**src/rtl/basilisk_pkg.sv**
```systemverilog
// basilisk FPU shared types: result/writeback payloads and fflags bit indices.
// Used by the mult/add pipelines and the writeback merge stage.
package basilisk;

    localparam int unsigned FLAGS_W  = 5;
    localparam int unsigned FFLAG_NV = 4;
    localparam int unsigned FFLAG_DZ = 3;
    localparam int unsigned FFLAG_OF = 2;
    localparam int unsigned FFLAG_UF = 1;
    localparam int unsigned FFLAG_NX = 0;

    typedef struct packed {
        logic [4:0]         dest_reg_addr;
        logic [31:0]        result;
        logic [FLAGS_W-1:0] flags;
    } basilisk_result_t;

    typedef struct packed {
        logic [4:0]         dest_reg_addr;
        logic [31:0]        result;
        logic [FLAGS_W-1:0] flags;
    } basilisk_writeback_t;

    localparam int unsigned RESULT_W = $bits(basilisk_result_t);

    function automatic basilisk_writeback_t to_writeback(
        input basilisk_result_t r
    );
        basilisk_writeback_t w;
        w.dest_reg_addr = r.dest_reg_addr;
        w.result        = r.result;
        w.flags         = r.flags;
        return w;
    endfunction

endpackage

```
**src/rtl/std_stream_intf.sv**
```systemverilog
// Generic valid/ready stream carrying a W-bit payload.
// Modports: in (consumer side), out (producer side).
interface std_stream_intf #(
    parameter int unsigned W = 1
);
    logic         valid;
    logic         ready;
    logic [W-1:0] data;

    modport in  (input valid, input data, output ready);
    modport out (output valid, output data, input ready);
endinterface

```
**src/rtl/basilisk_rr_arbiter2.sv**
```systemverilog
// Two-input round-robin arbiter with its last_grant register.
// Ports: req[1:0] (0=add, 1=mult), accept (granted transfer), grant[1:0].
module basilisk_rr_arbiter2 (
    input  logic       clk,
    input  logic       rst,
    input  logic [1:0] req,
    input  logic       accept,
    output logic [1:0] grant
);

    // 1 = mult was granted last; reset to 1 so add wins first contention
    logic last_q;
    logic last_d;

    always_comb begin
        grant = req;
        if (&req) begin
            grant = last_q ? 2'b01 : 2'b10;
        end
    end

    always_comb begin
        last_d = last_q;
        if (accept && |grant) begin
            last_d = grant[1];
        end
    end

    always_ff @(posedge clk) begin
        if (rst) begin
            last_q <= 1'b1;
        end else begin
            last_q <= last_d;
        end
    end

endmodule

```
**src/rtl/basilisk_writeback.sv**
```systemverilog
// Merges mult and add result streams into one writeback stream (round-robin)
// and accumulates sticky fflags {NV,DZ,OF,UF,NX}; output reg or pass-through.
module basilisk_writeback
    import basilisk::*;
#(
    parameter int OUTPUT_REGISTER_MODE = 1
) (
    input  logic               clk,
    input  logic               rst,
    std_stream_intf.in         mult_result_command,
    std_stream_intf.in         add_result_command,
    std_stream_intf.out        writeback_command,
    input  logic               fflags_clear,
    output logic [FLAGS_W-1:0] fflags
);

    basilisk_result_t    add_pl;
    basilisk_result_t    mult_pl;
    basilisk_writeback_t sel_pl;
    basilisk_writeback_t out_pl;
    logic                out_v;
    logic [1:0]          req;
    logic [1:0]          grant;
    logic                stage_rdy;
    logic                in_fire;
    logic                out_fire;
    logic [FLAGS_W-1:0]  fflags_q;
    logic [FLAGS_W-1:0]  fflags_d;

    assign add_pl  = add_result_command.data;
    assign mult_pl = mult_result_command.data;
    assign req     = {mult_result_command.valid, add_result_command.valid};

    // grant depends only on valids, never on downstream ready
    basilisk_rr_arbiter2 u_arb (
        .clk    (clk),
        .rst    (rst),
        .req    (req),
        .accept (in_fire),
        .grant  (grant)
    );

    assign sel_pl  = grant[1] ? to_writeback(mult_pl) : to_writeback(add_pl);
    assign in_fire = (|grant) && stage_rdy;

    assign add_result_command.ready  = grant[0] && stage_rdy;
    assign mult_result_command.ready = grant[1] && stage_rdy;

    generate
        if (OUTPUT_REGISTER_MODE != 0) begin : g_reg
            logic                out_v_q;
            logic                out_v_d;
            basilisk_writeback_t out_q;
            basilisk_writeback_t out_d;

            assign stage_rdy = !out_v_q || writeback_command.ready;

            always_comb begin
                out_v_d = out_v_q;
                out_d   = out_q;
                if (stage_rdy) begin
                    out_v_d = |grant;
                    out_d   = sel_pl;
                end
            end

            always_ff @(posedge clk) begin
                if (rst) begin
                    out_v_q <= 1'b0;
                    out_q   <= '0;
                end else begin
                    out_v_q <= out_v_d;
                    out_q   <= out_d;
                end
            end

            assign out_v  = out_v_q;
            assign out_pl = out_q;
        end else begin : g_comb
            assign stage_rdy = writeback_command.ready;
            assign out_v     = |grant;
            assign out_pl    = sel_pl;
        end
    endgenerate

    assign writeback_command.valid = out_v;
    assign writeback_command.data  = out_pl;
    assign out_fire = out_v && writeback_command.ready;

    // flags of a transfer survive a simultaneous clear
    always_comb begin
        fflags_d = fflags_clear ? '0 : fflags_q;
        if (out_fire) begin
            fflags_d = fflags_d | out_pl.flags;
        end
    end

    always_ff @(posedge clk) begin
        if (rst) begin
            fflags_q <= '0;
        end else begin
            fflags_q <= fflags_d;
        end
    end

    assign fflags = fflags_q;

endmodule

```
**src/flat_wrapper.sv**
```systemverilog
// flat-port wrapper written by rule: the top's interface ports become plain ports
module basilisk_writeback_flat import basilisk::*;
#(
    parameter int OUTPUT_REGISTER_MODE = 1
)
  (clk, rst, fflags_clear, fflags, mult_result_command_valid, mult_result_command_data, mult_result_command_ready, add_result_command_valid, add_result_command_data, add_result_command_ready, writeback_command_valid, writeback_command_data, writeback_command_ready);
  std_stream_intf #(.W(RESULT_W)) mult_result_command_i ();
  std_stream_intf #(.W(RESULT_W)) add_result_command_i ();
  std_stream_intf #(.W(RESULT_W)) writeback_command_i ();
  input  logic clk;
  input  logic rst;
  input  logic fflags_clear;
  output logic [FLAGS_W-1:0] fflags;
  input wire logic [$bits(mult_result_command_i.valid)-1:0] mult_result_command_valid;
  input wire logic [$bits(mult_result_command_i.data)-1:0] mult_result_command_data;
  output wire logic [$bits(mult_result_command_i.ready)-1:0] mult_result_command_ready;
  input wire logic [$bits(add_result_command_i.valid)-1:0] add_result_command_valid;
  input wire logic [$bits(add_result_command_i.data)-1:0] add_result_command_data;
  output wire logic [$bits(add_result_command_i.ready)-1:0] add_result_command_ready;
  output wire logic [$bits(writeback_command_i.valid)-1:0] writeback_command_valid;
  output wire logic [$bits(writeback_command_i.data)-1:0] writeback_command_data;
  input wire logic [$bits(writeback_command_i.ready)-1:0] writeback_command_ready;
  assign mult_result_command_i.valid = mult_result_command_valid;
  assign mult_result_command_i.data = mult_result_command_data;
  assign mult_result_command_ready = mult_result_command_i.ready;
  assign add_result_command_i.valid = add_result_command_valid;
  assign add_result_command_i.data = add_result_command_data;
  assign add_result_command_ready = add_result_command_i.ready;
  assign writeback_command_valid = writeback_command_i.valid;
  assign writeback_command_data = writeback_command_i.data;
  assign writeback_command_i.ready = writeback_command_ready;
  basilisk_writeback #(.OUTPUT_REGISTER_MODE(OUTPUT_REGISTER_MODE)) u_core (.clk(clk), .rst(rst), .mult_result_command(mult_result_command_i), .add_result_command(add_result_command_i), .writeback_command(writeback_command_i), .fflags_clear(fflags_clear), .fflags(fflags));
endmodule
```
**config.mk**
```make
export PLATFORM = sky130hd
export DESIGN_NAME = basilisk_writeback_flat
export DESIGN_NICKNAME = d
export VERILOG_FILES = /design/src/rtl/basilisk_pkg.sv /design/src/rtl/std_stream_intf.sv /design/src/rtl/basilisk_rr_arbiter2.sv /design/src/rtl/basilisk_writeback.sv /design/src/flat_wrapper.sv
export SDC_FILE = /design/constraint.sdc
export NUM_CORES = 1
export LEC_CHECK = 0
export CAP_MARGIN = 20
export CORE_UTILIZATION = 38
export DETAILED_ROUTE_END_ITERATION = 7
export PLACE_DENSITY_LB_ADDON = 0.25
export SLEW_MARGIN = 25
export SYNTH_ARGS = -nofsm -noshare
export SYNTH_HDL_FRONTEND = slang
export SYNTH_HIERARCHICAL = 1
export SYNTH_SLANG_ARGS = --single-unit
```
**constraint.sdc**
```tcl
create_clock -name clk -period 1.4 [get_ports clk]
set_input_delay 0.28 -clock clk [delete_from_list [all_inputs] [get_ports clk]]
set_output_delay 0.28 -clock clk [all_outputs]
set_load 0.1 [all_outputs]
```
---- Yosys cells after proc, flatten, opt, wreduce, memory -nomap -nowiden ----
Cells that the tools add are included.
operators by class
  multiplexer cells ....................... 5
  bitwise gates (word level) .............. 1
  reduce and logical (&&, ||, !) cells .... 9
operator list
  kind                 count
  $mux W42             1
  $mux W5              2
  $logic_and A1 B1 Y1  5
  $or A5 B5 Y5         1
  $mux W2              2
  $reduce_and A2 Y1    1
  $reduce_or A2 Y1     1
  $logic_not A1 Y1     1
  $logic_or A1 B1 Y1   1
storage, ports and cells
  flip-flop bits (word level) ............. 49
  output and inout port bits .............. 50
  logic and storage cells ................. 21

---- Depth between registers and ports, before layout ----
  depth after elaboration ................. 5
  gate-level depth with buffers ........... 6
  gate-level depth less buffers ........... 5

---- By module ----
The synthesis kept the hierarchy.
by module, submodules not included
  module                times used  cells each  area each (sq um)  seq. area each (sq um)
  basilisk_writeback    1           220         2368.5             960.9
  basilisk_rr_arbiter2  1           7           61.3               20.0

---- Worst setup path after synthesis ----
OpenSTA, ideal clock, no wires.
  kind .................................... register -> output
  start point ............................. register u_core.g_reg.out_v_q, in the netlist u_core/writeback_command.valid
  end point ............................... output add_result_command_ready
  arrival time ............................ 1779 ps
  data required time ...................... 1120 ps
  path slack .............................. -659 ps
  cell stages (with the launch flop) ...... 4
  path buffers ............................ 1
  cells stage by stage .................... dfxtp_1 > nand2b_1 > buf_2 > and2_1
on the way
  longest elaborated chain between the ends .. 3
RTL lines
  what                    RTL line                  source
  start, declared         basilisk_writeback.sv:51  logic out_v_q;
  start signal, assigned  basilisk_writeback.sv:72  out_v_q <= out_v_d;
  $logic_not A1 Y1        basilisk_writeback.sv:56  assign stage_rdy = !out_v_q || writeback_command.ready;
  $logic_or A1 B1 Y1      basilisk_writeback.sv:56
  $logic_and A1 B1 Y1     basilisk_writeback.sv:46  assign add_result_command.ready = grant[0] && stage_rdy;
  end, declared           flat_wrapper.sv:19        output wire logic [$bits(add_result_command_i.ready)-1:0] add_result_command_ready;
Every way passes these cells.

---- Worst setup path after layout ----
  start point ............................. register u_core.u_arb.last_q
  end point ............................... output mult_result_command_ready
on the way
  longest elaborated chain between the ends .. 3
RTL lines
  what                    RTL line                    source
  start, declared         basilisk_rr_arbiter2.sv:12  logic last_q;
  start signal, assigned  basilisk_rr_arbiter2.sv:33  last_q <= last_d;
  $mux W2                 basilisk_rr_arbiter2.sv:18  grant = last_q ? 2'b01 : 2'b10;
  $mux W2                 basilisk_rr_arbiter2.sv:17  if (&req) begin
  net u_core.grant[1]     basilisk_writeback.sv:23    logic [1:0] grant;
  $logic_and A1 B1 Y1     basilisk_writeback.sv:47    assign mult_result_command.ready = grant[1] && stage_rdy;
  end, declared           flat_wrapper.sv:16          output wire logic [$bits(mult_result_command_i.ready)-1:0] mult_result_command_ready;
The timed path passes the listed nets, and every way through them passes these cells.

==> flow_metrics.tcl <==
set metrics [dict create \
    grt_pass1_vias 2230 \
    grt_use_total_pct 20.7 \
    p_per_area_nw_per_um2 1010 \
    setup_slack_ns -0.0638 \
    syn_area_um2 2430 \
    syn_inst 227 \
    remaining_drc_errors 0 \
    crit_path_start_kind "flop" \
    layout-drive-gt1-share_pct 26.2 \
    cts_buffer_depth 2 \
    synth_area_per_cell_um2 10.7 \
    clkSinkCount 49 \
    setup_viol 2 \
    wire_per_inst_um 15.9 \
    nFillCells 433 \
    power.total_mw 4.57 \
    status "finished, violations left" \
    gr-total-overflow 0 \
    initial_core_util_pct 40.1 \
    required_ns 1.12 \
    gp_congestion 0.708 \
    ys_types 21 \
    chipWidth_um 82.0 \
    ir_drop_uv 610 \
    grt_max_degree 50 \
    leakage_nw 1.70 \
    cp-end-kind "output pin" \
    path_class "reg -> out" \
    fp.dieArea_um2 6720 \
    core_area_um2 6060 \
    worst-slew-pin-transition_ns 0.515 \
    htree_levels 2 \
    cts_made_buffers 5 \
    cap_violations 0 \
    min_period_ns 1.46 \
    fin_nets 452 \
    synth-seq-cells 49 \
    final-hold-violation-count 0 \
    wl_met2_um 3780 \
    grt_first_pass_wirelength_um 10600 \
    ant_nets 0 \
    cp_max_fo 4 \
    post-dp-hpwl_um 4990 \
    max_slew_margin_pct 65.6 \
    wl_met1_um 2630 \
    setup-tns-final_ns -0.121 \
    hold_class "in -> reg" \
    clk_pin_slew_ns 0.09 \
    dr.pass1.iters 4 \
    grt_antenna_before_repair 0 \
    worst_hold_slack_ns 0.429 \
    drtIter0Drc 85 \
    synthesis.nets 317 \
    rsz0062_at_grt "yes" \
    finClkSkew_ns 0.00542 \
    rows 28 \
    area_growth_pct 85.6 \
    wl_met3_um 476 \
    clockRootBuffer "clkbuf_8" \
    cts_tree "yes" \
    yosys_warnings 6 \
    portBuffers 139 \
    fmax_mhz 683 \
    io_pins 140 \
    via_count 2297 \
    drt-total-wl_um 6980 \
    drv_slew 0 \
    failed_checks "setup timing" \
    via_per_inst 5.24 \
    dr.max_layer_used "met4" \
    die_y_um 82.0 \
    crit_arrival_ns 1.18 \
    period_share_pct 105 \
    ys_seq_area_share_pct 40.4 \
    worstSkewPairLatency_ns 0.30 \
    diodes 0 \
]
## state kept, by name, summed over array words and instances (netlist names)
name                            cells
u_core/writeback_command.data      42
u_core/fflags                       5
u_core/writeback_command.valid      1
u_core/u_arb/last_q                 1
## metal layers
metal	up-vias	track usage [%]
met1	1087	22.7
met2	83	38.0
met3	7	6.22
li1	1120	-
met5	-	0
met4	0	5.96
## cell usage in the layout (no fill, tap or decap), types with 5 or more instances in the layout
| cell type | instances |
|---|---|
| a21oi_1 | 7 |
| buf_4 | 8 |
| nor3b_2 | 5 |
| mux2i_1 | 40 |
| a211oi_2 | 6 |
| nand3_1 | 5 |
| buf_12 | 53 |
| nor3b_1 | 37 |
| dfxtp_1 | 47 |
| a211oi_1 | 36 |
| clkdlybuf4s50_1 | 85 |
| nand2b_1 | 5 |
| clkbuf_8 | 5 |
## synth_stat cells, drive strengths merged
master	number	area share, %
a211oi	42	14
a21boi	2	0.62
a21oi	7	1.4
and2	2	0.51
and3	1	0.26
buf	17	6.6
clkbuf	8	1.2
dfxtp	49	40
inv	1	0.15
mux2i	42	17
nand2b	6	1.5
nand3	5	1.0
nor2	1	0.15
nor3b	42	14
o21a	1	0.31
o21bai	1	0.46
## stage by stage
stage | util [%] | setup slack (ns) | instances | instance area (um^2)
6_report | 74.4 | -0.0638 | 438 | 4510
5_1_grt | 74.4 | -0.109 | 438 | 4510
4_1_cts | 73.5 | -0.0640 | 436 | 4450
3_5_place_dp | 71.9 | -0.415 | 427 | 4360
3_3_place_gp | 71.9 | -0.334 | 427 | 4360
2_1_floorplan | - | 0.00357 | 227 | 2440
## cell type report
type / instances / area (um^2) / share of cell area, %
tap: 75 / 93.8 / 2.08
clock buffer: 6 / 72.6 / 1.61
inverter: 1 / 3.75 / 0.0832
timing repair buffer: 153 / 2050 / 45.5
sequential: 49 / 988 / 21.9
clock inverter: 2 / 10.0 / 0.222
multi-input combinational: 152 / 1290 / 28.6
## power breakdown
part | switching [mW] | internal [mW] | total, mW
logic | 1.22 | 0.905 | 2.12
registers | 0.132 | 1.51 | 1.64
clock network | 0.459 | 0.347 | 0.806
total | 1.81 | 2.77 | 4.57
## critical path, stage by stage (launching register included)
cell      delay, ns
dfxtp_4        0.37
a21boi_4       0.17
and2_4         0.18
buf_12         0.16
## worst paths after layout
path,startpoint,to,slack (ns),depth (start not counted)
setup / recovery,u_core/u_arb/last_q,mult_result_command_ready,-0.06,3
hold reg to reg,u_core/fflags[0],u_core/fflags[0],0.51,2
hold / removal,rst,u_core/writeback_command.valid,0.43,3
setup reg to reg,u_core/u_arb/last_q,u_core/writeback_command.data[32],0.02,5
## logic make-up (layout without fill, tap and decap cells)
group / Yosys count / in the layout / synth area share (%)
AND/OR/NAND/NOR: 57 / 57 / 17.5
flip-flops: 49 / 49 / 40.4
buffers and inverters: 26 / 162 / 7.98
multiplexers: 42 / 42 / 17.3
AO/OA/AOI/OAI: 53 / 53 / 16.8
## what timing repair did
item,CTS,global route
setup buffers,1,1
hold buffers,0,0
gates cloned,0,1
resized for setup,7,6
setup endpoints to repair,39,12
Power figures use the tool's default switching activity.
